### config.mk
export PLATFORM = sky130hd
export DESIGN_NAME = fetch_controller_flat
export DESIGN_NICKNAME = d
export VERILOG_FILES = /design/src/rtl/fetch_pkg.sv /design/src/rtl/fetch_controller_if.sv /design/src/rtl/fetch_fifo.sv /design/src/rtl/fetch_controller.sv /design/src/flat_wrapper.sv
export SDC_FILE = /design/constraint.sdc
export NUM_CORES = 1
export LEC_CHECK = 0
export CELL_PAD_IN_SITES_DETAIL_PLACEMENT = 0
export CELL_PAD_IN_SITES_GLOBAL_PLACEMENT = 2
export CORE_ASPECT_RATIO = 1.75
export CORE_UTILIZATION = 31
export CTS_BUF_LIST = sky130_fd_sc_hd__clkbuf_8
export DETAILED_ROUTE_END_ITERATION = 10
export HOLD_SLACK_MARGIN = 0.03
export PLACE_DENSITY = 0.89
export SLEW_MARGIN = 15
export SYNTH_ARGS = -nofsm -noshare
export SYNTH_HDL_FRONTEND = slang
export SYNTH_SLANG_ARGS = --single-unit
### constraint.sdc
create_clock -name clk -period 2.9 [get_ports clk]
set_input_delay 0.58 -clock clk [delete_from_list [all_inputs] [get_ports clk]]
set_output_delay 0.58 -clock clk [all_outputs]
set_load 0.05 [all_outputs]
### src/rtl/fetch_pkg.sv
// Shared types and constants for the instruction fetch controller.
package fetch_pkg;

  // Controller states; the encoding is visible to debug tooling.
  typedef enum logic [1:0] {
    ST_IDLE  = 2'd0,
    ST_RUN   = 2'd1,
    ST_HALT  = 2'd2,
    ST_FAULT = 2'd3
  } fetch_state_t;

  // One buffered fetch: word address in the upper half, instruction in the lower half.
  localparam int ENTRY_W = 64;

  localparam logic [31:0] RESET_PC_DEFAULT = 32'd0;

  typedef struct packed {
    logic [31:0] pc;
    logic [31:0] inst;
  } fetch_entry_t;

  // Bundle a fetch address and its instruction into one buffer entry.
  function automatic fetch_entry_t make_entry(input logic [31:0] pc, input logic [31:0] inst);
    fetch_entry_t e;
    e.pc   = pc;
    e.inst = inst;
    return e;
  endfunction

endpackage

### src/rtl/fetch_controller_if.sv
// Memory, decode-handshake and redirect signals between the fetch controller and its neighbours.
interface fetch_controller_if;

  logic [31:0] imem_addr;
  logic [31:0] imem_data;
  logic        inst_valid;
  logic        inst_ready;
  logic [31:0] inst_out;
  logic [31:0] inst_pc;
  logic        redirect_valid;
  logic [31:0] redirect_pc;

  // Fetch controller side.
  modport master (
    output imem_addr,
    output inst_valid,
    output inst_out,
    output inst_pc,
    input  imem_data,
    input  inst_ready,
    input  redirect_valid,
    input  redirect_pc
  );

  // Memory / decode / branch-unit side.
  modport slave (
    input  imem_addr,
    input  inst_valid,
    input  inst_out,
    input  inst_pc,
    output imem_data,
    output inst_ready,
    output redirect_valid,
    output redirect_pc
  );

endinterface

### src/rtl/fetch_fifo.sv
// Small shift-register fetch buffer. The head always sits in entry 0, so the
// head output comes straight from a flop. Flush wins over push and pop.
module fetch_fifo
  import fetch_pkg::*;
#(
  parameter int DEPTH = 2
) (
  input  logic               clk,
  input  logic               rst_n,
  input  logic               push,
  input  logic               pop,
  input  logic               flush,
  input  logic [ENTRY_W-1:0] push_data,
  output logic               full,
  output logic               empty,
  output logic [ENTRY_W-1:0] head
);

  localparam int CW = $clog2(DEPTH + 1);
  localparam logic [CW-1:0] CNT_ZERO = {CW{1'b0}};
  localparam logic [CW-1:0] CNT_ONE  = {{(CW-1){1'b0}}, 1'b1};
  localparam logic [CW-1:0] CNT_FULL = CW'(DEPTH);

  logic [ENTRY_W-1:0] mem_r     [DEPTH];
  logic [ENTRY_W-1:0] mem_nxt_s [DEPTH];
  logic [CW-1:0]      count_r;
  logic [CW-1:0]      count_nxt_s;
  logic [CW-1:0]      wr_idx_s;
  logic               push_eff_s;
  logic               pop_eff_s;

  assign full  = (count_r == CNT_FULL);
  assign empty = (count_r == CNT_ZERO);
  assign head  = mem_r[0];

  // Ignore pops of an empty buffer and pushes into a full one that is not also popping.
  always_comb begin
    pop_eff_s  = pop && !empty;
    push_eff_s = push && (!full || pop_eff_s);
  end

  // Next buffer contents: shift down on pop, then write the tail slot on push.
  always_comb begin
    mem_nxt_s   = mem_r;
    count_nxt_s = count_r;
    wr_idx_s    = count_r;
    if (flush) begin
      count_nxt_s = CNT_ZERO;
    end else begin
      if (pop_eff_s) begin
        for (int i = 0; i < DEPTH - 1; i++) begin
          mem_nxt_s[i] = mem_r[i + 1];
        end
        wr_idx_s = count_r - CNT_ONE;
      end else begin
        wr_idx_s = count_r;
      end
      if (push_eff_s) begin
        for (int i = 0; i < DEPTH; i++) begin
          if (CW'(i) == wr_idx_s) begin
            mem_nxt_s[i] = push_data;
          end else begin
            mem_nxt_s[i] = mem_nxt_s[i];
          end
        end
      end else begin
        mem_nxt_s = mem_nxt_s;
      end
      case ({push_eff_s, pop_eff_s})
        2'b10:   count_nxt_s = count_r + CNT_ONE;
        2'b01:   count_nxt_s = count_r - CNT_ONE;
        default: count_nxt_s = count_r;
      endcase
    end
  end

  // Buffer storage and occupancy; reset clears the contents so the head reads zero.
  always_ff @(posedge clk) begin
    if (!rst_n) begin
      count_r <= CNT_ZERO;
      for (int i = 0; i < DEPTH; i++) begin
        mem_r[i] <= {ENTRY_W{1'b0}};
      end
    end else begin
      count_r <= count_nxt_s;
      for (int i = 0; i < DEPTH; i++) begin
        mem_r[i] <= mem_nxt_s[i];
      end
    end
  end

endmodule

### src/rtl/fetch_controller.sv
// Instruction fetch controller: walks the PC through a combinational
// instruction memory, buffers {pc, instruction} pairs for decode, and
// handles start/halt, redirects and out-of-range faults.
module fetch_controller
  import fetch_pkg::*;
#(
  parameter int          MEM_WORDS  = 256,
  parameter logic [31:0] RESET_PC   = RESET_PC_DEFAULT,
  parameter int          FIFO_DEPTH = 2
) (
  input  logic                      clk,
  input  logic                      rst_n,
  input  logic                      start,
  input  logic                      halt_req,
  fetch_controller_if.master        bus,
  output logic                      busy,
  output logic                      fault,
  output logic [31:0]               fetch_count
);

  localparam logic [31:0] MEM_LIMIT = 32'(MEM_WORDS);

  fetch_state_t       state_r;
  fetch_state_t       state_nxt_s;
  logic [31:0]        pc_r;
  logic [31:0]        fetch_count_r;
  logic               busy_r;
  logic               fault_r;

  logic               redirect_s;
  logic               pop_s;
  logic               attempt_s;
  logic               in_range_s;
  logic               fetch_s;

  logic               fifo_full_s;
  logic               fifo_empty_s;
  logic [ENTRY_W-1:0] fifo_head_s;
  fetch_entry_t       head_entry_s;
  fetch_entry_t       push_entry_s;

  // Per-cycle strobes. A redirect outside FAULT flushes and blocks pop/fetch;
  // any redirect_valid (even one ignored in FAULT) blocks a fetch attempt.
  always_comb begin
    redirect_s = bus.redirect_valid && (state_r != ST_FAULT);
    pop_s      = !fifo_empty_s && bus.inst_ready && !redirect_s;
    attempt_s  = (state_r == ST_RUN) && !halt_req && !bus.redirect_valid &&
                 (!fifo_full_s || pop_s);
    in_range_s = (pc_r < MEM_LIMIT);
    fetch_s    = attempt_s && in_range_s;
  end

  // State transitions. Start together with halt_req does not leave IDLE or HALT;
  // a redirect in RUN defers both halting and faulting by a cycle.
  always_comb begin
    state_nxt_s = state_r;
    case (state_r)
      ST_IDLE: begin
        if (start && !halt_req) begin
          state_nxt_s = ST_RUN;
        end else begin
          state_nxt_s = ST_IDLE;
        end
      end
      ST_RUN: begin
        if (bus.redirect_valid) begin
          state_nxt_s = ST_RUN;
        end else if (halt_req) begin
          state_nxt_s = ST_HALT;
        end else if (attempt_s && !in_range_s) begin
          state_nxt_s = ST_FAULT;
        end else begin
          state_nxt_s = ST_RUN;
        end
      end
      ST_HALT: begin
        if (start && !halt_req) begin
          state_nxt_s = ST_RUN;
        end else begin
          state_nxt_s = ST_HALT;
        end
      end
      ST_FAULT: state_nxt_s = ST_FAULT;
      default:  state_nxt_s = ST_IDLE;
    endcase
  end

  // State register plus flopped status outputs derived from the next state.
  always_ff @(posedge clk) begin
    if (!rst_n) begin
      state_r <= ST_IDLE;
      busy_r  <= 1'b0;
      fault_r <= 1'b0;
    end else begin
      state_r <= state_nxt_s;
      busy_r  <= (state_nxt_s == ST_RUN);
      fault_r <= (state_nxt_s == ST_FAULT);
    end
  end

  // PC and fetch counter: redirect loads the target, a fetch advances by one word.
  always_ff @(posedge clk) begin
    if (!rst_n) begin
      pc_r          <= RESET_PC;
      fetch_count_r <= 32'd0;
    end else if (redirect_s) begin
      pc_r          <= bus.redirect_pc;
      fetch_count_r <= fetch_count_r;
    end else if (fetch_s) begin
      pc_r          <= pc_r + 32'd1;
      fetch_count_r <= fetch_count_r + 32'd1;
    end else begin
      pc_r          <= pc_r;
      fetch_count_r <= fetch_count_r;
    end
  end

  assign push_entry_s = make_entry(pc_r, bus.imem_data);

  fetch_fifo #(
    .DEPTH(FIFO_DEPTH)
  ) u_fifo (
    .clk      (clk),
    .rst_n    (rst_n),
    .push     (fetch_s),
    .pop      (pop_s),
    .flush    (redirect_s),
    .push_data(push_entry_s),
    .full     (fifo_full_s),
    .empty    (fifo_empty_s),
    .head     (fifo_head_s)
  );

  assign head_entry_s   = fetch_entry_t'(fifo_head_s);
  assign bus.imem_addr  = pc_r;
  assign bus.inst_valid = !fifo_empty_s;
  assign bus.inst_out   = head_entry_s.inst;
  assign bus.inst_pc    = head_entry_s.pc;
  assign busy           = busy_r;
  assign fault          = fault_r;
  assign fetch_count    = fetch_count_r;

endmodule

### src/flat_wrapper.sv
// flat-port wrapper written by rule: the top's interface ports become plain ports
module fetch_controller_flat import fetch_pkg::*;
#(
  parameter int          MEM_WORDS  = 256,
  parameter logic [31:0] RESET_PC   = RESET_PC_DEFAULT,
  parameter int          FIFO_DEPTH = 2
)
  (clk, rst_n, start, halt_req, busy, fault, fetch_count, bus_imem_addr, bus_inst_valid, bus_inst_out, bus_inst_pc, bus_imem_data, bus_inst_ready, bus_redirect_valid, bus_redirect_pc);
  fetch_controller_if bus_i ();
  input  logic clk;
  input  logic rst_n;
  input  logic start;
  input  logic halt_req;
  output logic busy;
  output logic fault;
  output logic [31:0] fetch_count;
  output wire logic [$bits(bus_i.imem_addr)-1:0] bus_imem_addr;
  output wire logic [$bits(bus_i.inst_valid)-1:0] bus_inst_valid;
  output wire logic [$bits(bus_i.inst_out)-1:0] bus_inst_out;
  output wire logic [$bits(bus_i.inst_pc)-1:0] bus_inst_pc;
  input wire logic [$bits(bus_i.imem_data)-1:0] bus_imem_data;
  input wire logic [$bits(bus_i.inst_ready)-1:0] bus_inst_ready;
  input wire logic [$bits(bus_i.redirect_valid)-1:0] bus_redirect_valid;
  input wire logic [$bits(bus_i.redirect_pc)-1:0] bus_redirect_pc;
  assign bus_imem_addr = bus_i.imem_addr;
  assign bus_inst_valid = bus_i.inst_valid;
  assign bus_inst_out = bus_i.inst_out;
  assign bus_inst_pc = bus_i.inst_pc;
  assign bus_i.imem_data = bus_imem_data;
  assign bus_i.inst_ready = bus_inst_ready;
  assign bus_i.redirect_valid = bus_redirect_valid;
  assign bus_i.redirect_pc = bus_redirect_pc;
  fetch_controller #(.MEM_WORDS(MEM_WORDS), .RESET_PC(RESET_PC), .FIFO_DEPTH(FIFO_DEPTH)) u_core (.clk(clk), .rst_n(rst_n), .start(start), .halt_req(halt_req), .bus(bus_i), .busy(busy), .fault(fault), .fetch_count(fetch_count));
endmodule
[Word-level counts from Yosys, hierarchy flattened]
Cells that the tools add are included.
Word-level totals
  output and inout bits: 131
  register bits after elaboration: 198
Operators by class
  multiplexer cells: 15
  equal/unequal tests: 10
  bitwise logic cells: 2
  add/sub/neg operators: 4
  order comparisons: 1
  reductions and logical operators: 27
Operator list (number)
  $mux W64: 3
  $mux W128: 1
  $add A32 B1 Y32 const B: 2
  $mux W32: 2
  $lt A32 B9 Y1 const B: 1
  $mux W2: 6
  $logic_and A1 B1 Y1: 11
  $eq A2 B2 Y1 const B: 5
  $pmux W2 S4: 1
  $eq A2 B1 Y1 const B: 3
  $logic_not A1 Y1: 6
  $logic_not A2 Y1: 3
  $pmux W2 S2: 1
  $reduce_bool A2 Y1: 2
  $reduce_and A3 Y1: 1
  $add A2 B1 Y2 const B: 1
  $eq A1 B2 Y1 const A: 1
  $logic_or A1 B1 Y1: 2
  $ne A2 B2 Y1 const B: 1
  $not A1 Y1: 2
  $reduce_and A2 Y1: 1
  $reduce_or A2 Y1: 1
  $sub A2 B1 Y2 const B: 1
  $mux W1: 1

[Logic depth before layout (Yosys ltp)]
  depth after elaboration: 12
  gate-level depth with buffers: 13
  depth with buffers taken out: 10

[Cells and area by module]
Synthesis repeated with hierarchy kept, for this count alone.
Second synthesis, totals
  cell total of the unflattened synthesis: 1284
  area total of the unflattened synthesis: 10000.8 um^2
By module, submodules not included
  fetch_fifo: area each 6854.1 um^2, instances 1, cells each 892
  fetch_controller: area each 3146.8 um^2, instances 1, cells each 392

[Least setup slack after synthesis]
No wires, ideal clock.
  kind: reg2reg
  from: reg u_core.u_fifo.count_r[0]
  to: reg u_core.u_fifo.count_r[0]
  setup slack: 336 ps
  cell stages (with the launch flop): 13
  required time: 2784 ps
  setup time: 116 ps
  arrival: 2449 ps
  path buffers: 3
  cells stage by stage: dfxtp_1 > clkbuf_1 > inv_1 > ha_1 > nor2b_1 > o2111ai_2 > nor2_2 > inv_2 > clkbuf_1 > buf_1 > ha_1 > xor2_1 > nor2_1
On the way
  longest elaborated chain between the ends: 10
  elaborated cells on any way between the ends: 18
Ends and longest elaborated chain
  start, declared: RTL line fetch_fifo.sv:26  | logic [CW-1:0] count_r;
  start signal, assigned: RTL line fetch_fifo.sv:85  | count_r <= count_nxt_s;
  $logic_not A2 Y1: RTL line fetch_fifo.sv:33  | assign empty = (count_r == CNT_ZERO);
  $logic_not A1 Y1: RTL line fetch_fifo.sv:38, fetch_controller.sv:46
  $logic_and A1 B1 Y1 (2 in a row): RTL line fetch_controller.sv:46  | pop_s = !fifo_empty_s && bus.inst_ready && !redirect_s;
  $logic_or A1 B1 Y1: RTL line fetch_controller.sv:48  | (!fifo_full_s || pop_s);
  $logic_and A1 B1 Y1: RTL line fetch_controller.sv:47  | attempt_s = (state_r == ST_RUN) && !halt_req && !bus.redirect_valid &&
  $logic_and A1 B1 Y1: RTL line fetch_controller.sv:50  | fetch_s = attempt_s && in_range_s;
  $logic_and A1 B1 Y1: RTL line fetch_fifo.sv:39  | push_eff_s = push && (!full || pop_eff_s);
  $eq A2 B1 Y1 or $eq A2 B2 Y1 (tied branches): RTL line fetch_fifo.sv:69  | case ({push_eff_s, pop_eff_s})
  $pmux W2 S2 or $reduce_bool A2 Y1 (tied branches)
Parallel ways exist; a longest one is shown, timed or not.
A chain may end at the register's enable or synchronous reset.

[Worst setup path in the final report]
  from: reg u_core.u_fifo.count_r[0]
  to: out bus_inst_valid
On the way
  longest elaborated chain between the ends: 2
Ends and longest elaborated chain
  $logic_not A2 Y1: RTL line fetch_fifo.sv:33
  $logic_not A1 Y1: RTL line fetch_controller.sv:136  | assign bus.inst_valid = !fifo_empty_s;
  end, declared: RTL line flat_wrapper.sv:18  | output wire logic [$bits(bus_i.inst_valid)-1:0] bus_inst_valid;
Every way passes these cells.

==> metrics.yaml <==
status: "finished clean"
via_per_inst: 5.09
syn_inst: 943
whs_path_depth: 2
power_density_nw_per_um2: 458
area_delta_synth_final_pct: 28.1
clkLatencyLatePin_ps: 500
post-cts-setup-buffers: 0
die_h_um: 220
die-width_um: 127
worst_path_most_repeated_cell: "inv_1"
ys_seq_area_share_pct: 46.9
cp_data_arrival_time_ps: 2080
slew_headroom_pct: 60.7
place_congestion: 0.756
drc_errors: 0
fmax_mhz: 376
syn-num-nets: 1018
synth_area_leader_cell: "dfxtp_1"
layout.cells.non_filler: 1400
reg2regPathDepth: 9
layout.nets: 1136
yosysUniqueCellTypes: 53
cts_buffer_depth: 2
hpwl_mm: 15.8
ir_drop_uv: 292
worstPathRequired_ps: 2320
syn_area_per_cell_um2: 8.96
synthArstFlopShare_pct: 0
synth-edff-count: 0
grt_pass1_vias: 6725
cts_tree: "built"
htree_levels: 4
tightest_slew_ps: 593
placedCellCount: 1366
antenna_found_initial: 1
path_delay_family: "buffers and inverters"
dpl_cell_area_um2: 10500
clock_skew_ps: 16.2
grt_max_degree: 81
slowest_stage: "dlygate4sd2_1"
overflow: 0
crit_type: "reg2out"
rsz0062_at_grt: "false"
wirelength_mm: 23.4
yosys_warnings: 0
routed_wire_length_per_instance_um: 16.7
io_pins: 201
cts_inserted_buffers: 17
drive_gt1_share_pct: 7.45
synth_area_leaders: "dfxtp_1 47%, buf_4 5.8%, mux2i_1 5.1%"
start_util_pct: 31.7
std_cell_rows: 79
hold_viol: 0
vias: 7131
stdcell_area_um2: 10800
grt.total_usage_pct: 16.9
post_cts_resize_count: 1
path_cells: "inv_1 -> ha_1 -> inv_1 -> dlygate4sd2_1"
hold_class: "reg2reg"
setup_tns_ps: 0
mostFrequentLayoutCells: "198 x clkdlybuf4s50_1, 198 x dfxtp_1, 110 x nand2_1"
cts-hold-fix-buffers: 0
crit_fanout: 8
cp-start-kind: "register"
fin_total_pwr_mw: 4.96
ant_nets: 0
first_iter_violations: 345
max_cap_viol_count: 0
grt_pass1_wl_mm: 36.5
cp.depth: 4
clkTransAtPathRegs_ps: 110
finalSetupViolations: 0
critPathMaxStageDelay_ps: 590
syn_area_um2: 8450
root_buffer: "clkbuf_8"
synth_ff_type: "dfxtp_1"
startpoint: "u_core.u_fifo.count_r[0]"
period_share_pct: 91.8
firstDrtPassIters: 5
r2r_start: "u_core.u_fifo.count_r[0]"
endpoint_kind: "output port"
cellLeakagePower_nw: 3.62
drv_slew: 0
io_buffers: 200
synth-seq-cells: 198
worstHoldStart: "u_core.u_fifo.mem_r[5]"
cp.buffers_inverters: 3
coreArea_um2: 26700
min_period_ps: 2660
cts_sinks: 198
die_area_um2: 28000
yosys.area.top_type_share_pct: 46.9
[layer usage]
metal  GRT usage [%]  vias to the layer above  part of all wire, %
met5               0                        -                    0
met2            30.4                      188                   52
li1                -                     3599                    -
met1            18.1                     3319                   40
met4            7.90                        0                  2.5
met3            4.98                       25                  5.6
[state kept, by name, indices dropped and copies added (netlist names)]
| name | flops |
|---|---|
| u_core.u_fifo.head | 64 |
| u_core.u_fifo.mem_r | 64 |
| u_core.bus.imem_addr | 32 |
| u_core.fetch_count | 32 |
| u_core.state_r | 2 |
| u_core.u_fifo.count_r | 2 |
| u_core.busy | 1 |
| u_core.fault | 1 |
[cells by family after synthesis]
family                   share of synthesized area [%]
AND/OR/NAND/NOR                                   18.1
AO/OA/AOI/OAI                                     19.1
flip-flops                                        46.9
buffers and inverters                             9.35
multiplexers                                      5.09
XOR/XNOR                                         0.725
adder cells (fa/ha/maj)                          0.740
[layout make-up]
cell class                 count  area (um2)
fill                        2670       15900
clock inverter                15         134
sequential                   198        3960
antenna                        2        5.00
inverter                      11        41.3
clock buffer                  17         234
timing repair buffer         232        2300
tap                          324         405
multi-input combinational    601        3740
[synth_stat cells (15+ instances only)]
cell type and n:
and3_1 29, a22o_1 24, buf_4 65, nand3_1 65
mux2i_1 43, dfxtp_1 198, a22oi_1 40, a21oi_1 41
nand2_1 110, nor2_1 15, nand2b_1 15, clkbuf_1 56
o21ai_0 79
[final timing paths]
check | end | slack (ps)
hold / removal | u_core.u_fifo.mem_r[5] | 450
setup / recovery | bus_inst_valid | 240
hold reg to reg | u_core.u_fifo.mem_r[5] | 450
setup reg to reg | u_core.fetch_count[30] | 340
[metrics by stage]
stage | setup WS [ps] | utilization, % | hold WS [ps]
finish | 237 | 40.6 | 451
global route | 76.1 | 40.6 | 445
CTS | 162 | 40.5 | 428
detailed placement | 10.4 | 39.2 | 441
global placement | 91.8 | 39.2 | 436
floorplan | 336 | - | 428
[power by group]
part / internal, mW / total (mW) / leakage, nW / switching, mW
Sequential: 2.75 / 2.78 / 1.60 / 0.0354
Clock: 0.633 / 1.74 / 0.193 / 1.11
Combinational: 0.178 / 0.438 / 1.83 / 0.259
Total: 3.56 / 4.96 / 3.62 / 1.41
[worst min-delay path, stage by stage (launching register included)]
cell     delay [ps]
dfxtp_1         320
nand2_1          50
o21ai_1          50
Power figures use the tool's default switching activity.
